### src/rtl/statemachine_sequencer.sv
// Programmable step sequencer: clears the target statemachine, drives w1/w2 from a DEPTH x 4 program, checks z1/z2 a cycle later.
// Optional macro SMSEQ_STOP_ON_ERR_EN ends the run at the first mismatch.
module statemachine_sequencer #(
   parameter int DEPTH = 16,
   parameter int AW    = 4
) (
   input  logic          clk,
   input  logic          reset,
   input  logic          start,
   input  logic [AW:0]   len,
   input  logic          prog_we,
   input  logic [AW-1:0] prog_addr,
   input  logic [3:0]    prog_data,
   output logic          sm_w1,
   output logic          sm_w2,
   output logic          sm_reset,
   input  logic          sm_z1,
   input  logic          sm_z2,
   output logic          busy,
   output logic          done,
   output logic          pass,
   output logic [AW:0]   err_count,
   output logic [AW-1:0] first_err_step
);

   typedef enum logic [2:0] {IDLE, CLEAR, DRIVE, FLUSH, DONE} state_t;

   state_t        state, state_nxt;
   logic [AW-1:0] idx, idx_nxt;
   logic [AW:0]   len_q;
   logic [3:0]    prog [DEPTH];

   logic          chk;
   logic [AW-1:0] chk_step;
   logic          mism;
   logic          last_step;
   logic [AW:0]   err_nxt;
   logic [AW-1:0] first_nxt;

   // Program store survives reset on purpose so a rerun needs no reload.
   always_ff @(posedge clk) begin
      if (prog_we && !busy)
         prog[prog_addr] <= prog_data;
   end

   always_comb begin
      state_nxt = state;
      idx_nxt   = idx;
      chk       = 1'b0;
      chk_step  = idx;
      sm_w1     = 1'b0;
      sm_w2     = 1'b0;
      last_step = ({1'b0, idx} == len_q - (AW+1)'(1));
      case (state)
         IDLE: begin
            if (start)
               state_nxt = (len == '0) ? DONE : CLEAR;
         end
         CLEAR: begin
            idx_nxt   = '0;
            state_nxt = DRIVE;
         end
         DRIVE: begin
            {sm_w1, sm_w2} = prog[idx][3:2];
            chk            = (idx != '0);
            chk_step       = idx - AW'(1);
            // idx stays on the last step so FLUSH can check prog[len-1] directly
            if (last_step)
               state_nxt = FLUSH;
            else
               idx_nxt = idx + AW'(1);
         end
         FLUSH: begin
            chk       = 1'b1;
            chk_step  = idx;
            state_nxt = DONE;
         end
         DONE:    state_nxt = IDLE;
         default: state_nxt = IDLE;
      endcase

      mism      = chk && ({sm_z1, sm_z2} != prog[chk_step][1:0]);
      err_nxt   = err_count;
      first_nxt = first_err_step;
      if (mism) begin
         err_nxt = err_count + (AW+1)'(1);
         if (err_count == '0)
            first_nxt = chk_step;
      end
`ifdef SMSEQ_STOP_ON_ERR_EN
      if (mism)
         state_nxt = DONE;
`endif
   end

   always_ff @(posedge clk) begin
      if (!reset) begin
         state          <= IDLE;
         idx            <= '0;
         len_q          <= '0;
         err_count      <= '0;
         first_err_step <= '0;
         pass           <= 1'b0;
      end else begin
         state <= state_nxt;
         idx   <= idx_nxt;
         if (state == IDLE && start) begin
            len_q          <= len;
            err_count      <= '0;
            first_err_step <= '0;
            pass           <= (len == '0);
         end else begin
            err_count      <= err_nxt;
            first_err_step <= first_nxt;
            if (state_nxt == DONE)
               pass <= (err_nxt == '0);
         end
      end
   end

   assign sm_reset = reset & (state != CLEAR);
   assign busy     = (state == CLEAR) || (state == DRIVE) || (state == FLUSH);
   assign done     = (state == DONE);

endmodule
### config.mk
export PLATFORM = sky130hd
export DESIGN_NAME = statemachine_sequencer
export DESIGN_NICKNAME = d
export VERILOG_FILES = /design/src/rtl/statemachine_sequencer.sv
export SDC_FILE = /design/constraint.sdc
export NUM_CORES = 1
export LEC_CHECK = 0
export CORE_ASPECT_RATIO = 1.25
export CORE_UTILIZATION = 54
export DETAILED_ROUTE_END_ITERATION = 8
export PLACE_DENSITY = 0.75
export SYNTH_ARGS = -nofsm -noshare
export SYNTH_HDL_FRONTEND = slang
export SYNTH_SLANG_ARGS = --single-unit
### constraint.sdc
create_clock -name clk -period 5.01 [get_ports clk]
set_input_delay 0.7515 -clock clk [delete_from_list [all_inputs] [get_ports clk]]
set_output_delay 0.7515 -clock clk [all_outputs]
set_load 0.02 [all_outputs]
==> reports/metrics.cfg <==
[worst_setup_path]
slowest_delay_ps=810
cp_data_required_time_ps=5290
crit_family=simple AND/OR/NAND/NOR gates
crit_type=register to register
reg2reg_from=state[0]
crit_cells=11
r2r_end=err_count[3]
crit_chain=or3b_1 -> clkinv_4 -> ha_1 -> mux2_2 -> o21ai_0 -> a221oi_1 -> a22oi_1 -> and4_1 -> o211a_1 -> or4_1 -> a21oi_1
critPathSlowestCell=ha_1
critical_path.max_fanout=25
cp.buffers_inverters=1
crit_start=state[0]
critPathCaptureType=register
regToRegSetupSlack_ps=950
startpoint_type=register
critPathArrivalTime_ps=4340
crit_path_end=err_count[3]
reg2reg_depth=11

[synthesis]
ys_ff_latch=90
yosys.area.top_type=edfxtp_1
syn_inst=328
synth_area_um2=4130
synth.area.top_cells=edfxtp_1 (47%), dfxtp_1 (13%), mux4_2 (6.5%), nor2_1 (3.5%), nor3_1 (2.1%)
synth_cell_types=55
async_flop_share_pct=0
syn_nets=353
ys_warn_count=0
syn_area_per_cell_um2=12.6
synth_edf_count=64
ys_seq_area_share_pct=59.2
synthFlopType=edfxtp_1
netlist.area_leader.share_pct=46.5

[cts]
cts_resized=0
hold_buffers=0
clock-sinks=90
cts-root-buf=clkbuf_8
post-cts-setup-buffers=0
ctsHtreeMaxLevel=3
cts_tree=yes
cts_buffers=9
clk_pin_slew_ps=100
clock_path_buffers=2
clk_latency_ps=350

[placed_design]
gp_congestion=0.878
place_hpwl_mm=6.23
post-place-ws_ps=995
portBuffers=33

[routing]
drc=0
drtPass1Iterations=4
vias_per_cell=5.95
ant_nets=0
drtIter0Drc=193
vias=2707
routedWlPerCell_um=18.5
drt_wl_total_mm=8.44

[worst_hold_path]
hold_path_depth=2
hold_path.class=register to register

[timing]
rsz0062_at_grt=false
slew-limit-headroom_pct=49.9
skew_ps=6.67
setup_viol=0
period_needed_ps=4060
setup_tns_ps=0
hold_ws_ps=498
tightest_slew_ps=746
fmax_mhz=247
layout_setup_ws_ps=955
finalMaxSlewViolations=0
finalCritPeriodShare_pct=80.9
final-hold-violation-count=0

[power]
power_density_nw_per_um2=323
ir_drop_mv=0.213
power_leakage_nw=1.56

[floorplan]
rows=35
die_area_um2=8000
die_x_um=80.2
core_area_um2=7400
io_pins=34
initial_core_util_pct=55.8
die_y_um=99.8

[final_layout]
final_common_cell=edfxtp_1
seq_area_um2=2440
multi_input_area_um2=1560
finalNetCount=383
drive_above_1_share_pct=11.0
final_cell_mix=edfxtp_1 (64), nor2_1 (38), clkdlybuf4s50_1 (33), dfxtp_1 (26), nor3_1 (17)
area_growth_syn_to_layout_pct=14.2
antenna_cells=0
fill_cells=596

[run]
maxCapViolations=0

[global_route]
grt_overflow=0
grt_pass1_wl_mm=13.0
grt_start_max_net_pins=26
grt_pass1_vias=2649
use_met3_pct=5.78
antenna_found_initial=0
grt_usage_pct=22.7
use_met1_pct=25.8
grtUsageMet2_pct=40.0
top_usage_layer=met2

[outcome]
status=finished clean

-- flip-flops by register name, indices dropped and copies added, names as in the netlist, named ones only --
register / flops
prog: 64
pass: 1
state: 3
len_q: 5
err_count: 5
first_err_step: 4
idx: 4
-- tightest hold or removal path, stage by stage, from the launching register on --
cell	delay [ps]
dfxtp_1	320
o21ai_0	70
a21oi_1	70
-- Yosys cell counts, types with 5 or more instances --
| cell | number |
|---|---|
| edfxtp_1 | 64 |
| nor2_1 | 38 |
| dfxtp_1 | 26 |
| nor3_1 | 17 |
| a21oi_1 | 12 |
| inv_1 | 12 |
| mux4_2 | 12 |
| o21ai_0 | 11 |
| clkbuf_1 | 10 |
| nand2_1 | 10 |
| xnor2_1 | 9 |
| o211ai_1 | 8 |
| a31oi_1 | 6 |
| ha_1 | 6 |
| mux2i_1 | 6 |
| nand3_1 | 6 |
| mux2_2 | 5 |
| nand2b_1 | 5 |
-- kinds of logic (layout without fill, tap and decap cells) --
group | Yosys count | count (layout) | synth area share [%]
buf+inv | 28 | 63 | 3.18
simple gates | 110 | 110 | 13.8
mux | 24 | 24 | 9.73
flops | 90 | 90 | 59.2
xor+xnor | 11 | 11 | 2.33
fa+ha+maj | 6 | 6 | 1.82
compound gates | 59 | 59 | 10.0
-- layout make-up --
type / count / area share (%)
well taps: 92 / 2.44
flip-flops and latches: 90 / 51.8
inverters: 13 / 1.14
clock buffers: 9 / 2.63
multi-input cells: 210 / 33.0
clock inverters: 7 / 1.81
repair buffers: 34 / 7.17
-- per-stage QoR --
step	util, %	power (mW)	cell area, um2	instances
after detailed placement	60.9	1.02	4500	439
final	63.7	1.52	4710	455
after global routing	63.7	1.58	4710	455
after CTS	63.7	1.53	4710	455
after global placement	60.9	1.01	4500	439
after floorplan	-	0.962	4130	328
-- how the worst min path moves through the flow --
stage | start | to | slack (ps)
after floorplan | len_q[3] | len_q[3] | 480
after global placement | first_err_step[1] | first_err_step[1] | 480
after detailed placement | first_err_step[1] | first_err_step[1] | 480
after CTS | first_err_step[1] | first_err_step[1] | 500
after global routing | first_err_step[1] | first_err_step[1] | 540
final | first_err_step[1] | first_err_step[1] | 500
-- layer usage --
metal	vias to the layer above	wire, um
met1	1306	3470
met4	0	235
li1	1312	-
met5	-	0
met2	73	4420
met3	16	304
-- report_power, final --
part	leakage, nW	switching (mW)	internal (mW)
registers	0.788	0.0115	0.808
clock network	0.100	0.278	0.241
logic	0.670	0.102	0.0796
total	1.56	0.391	1.13
(Power assumes the default switching activity.)
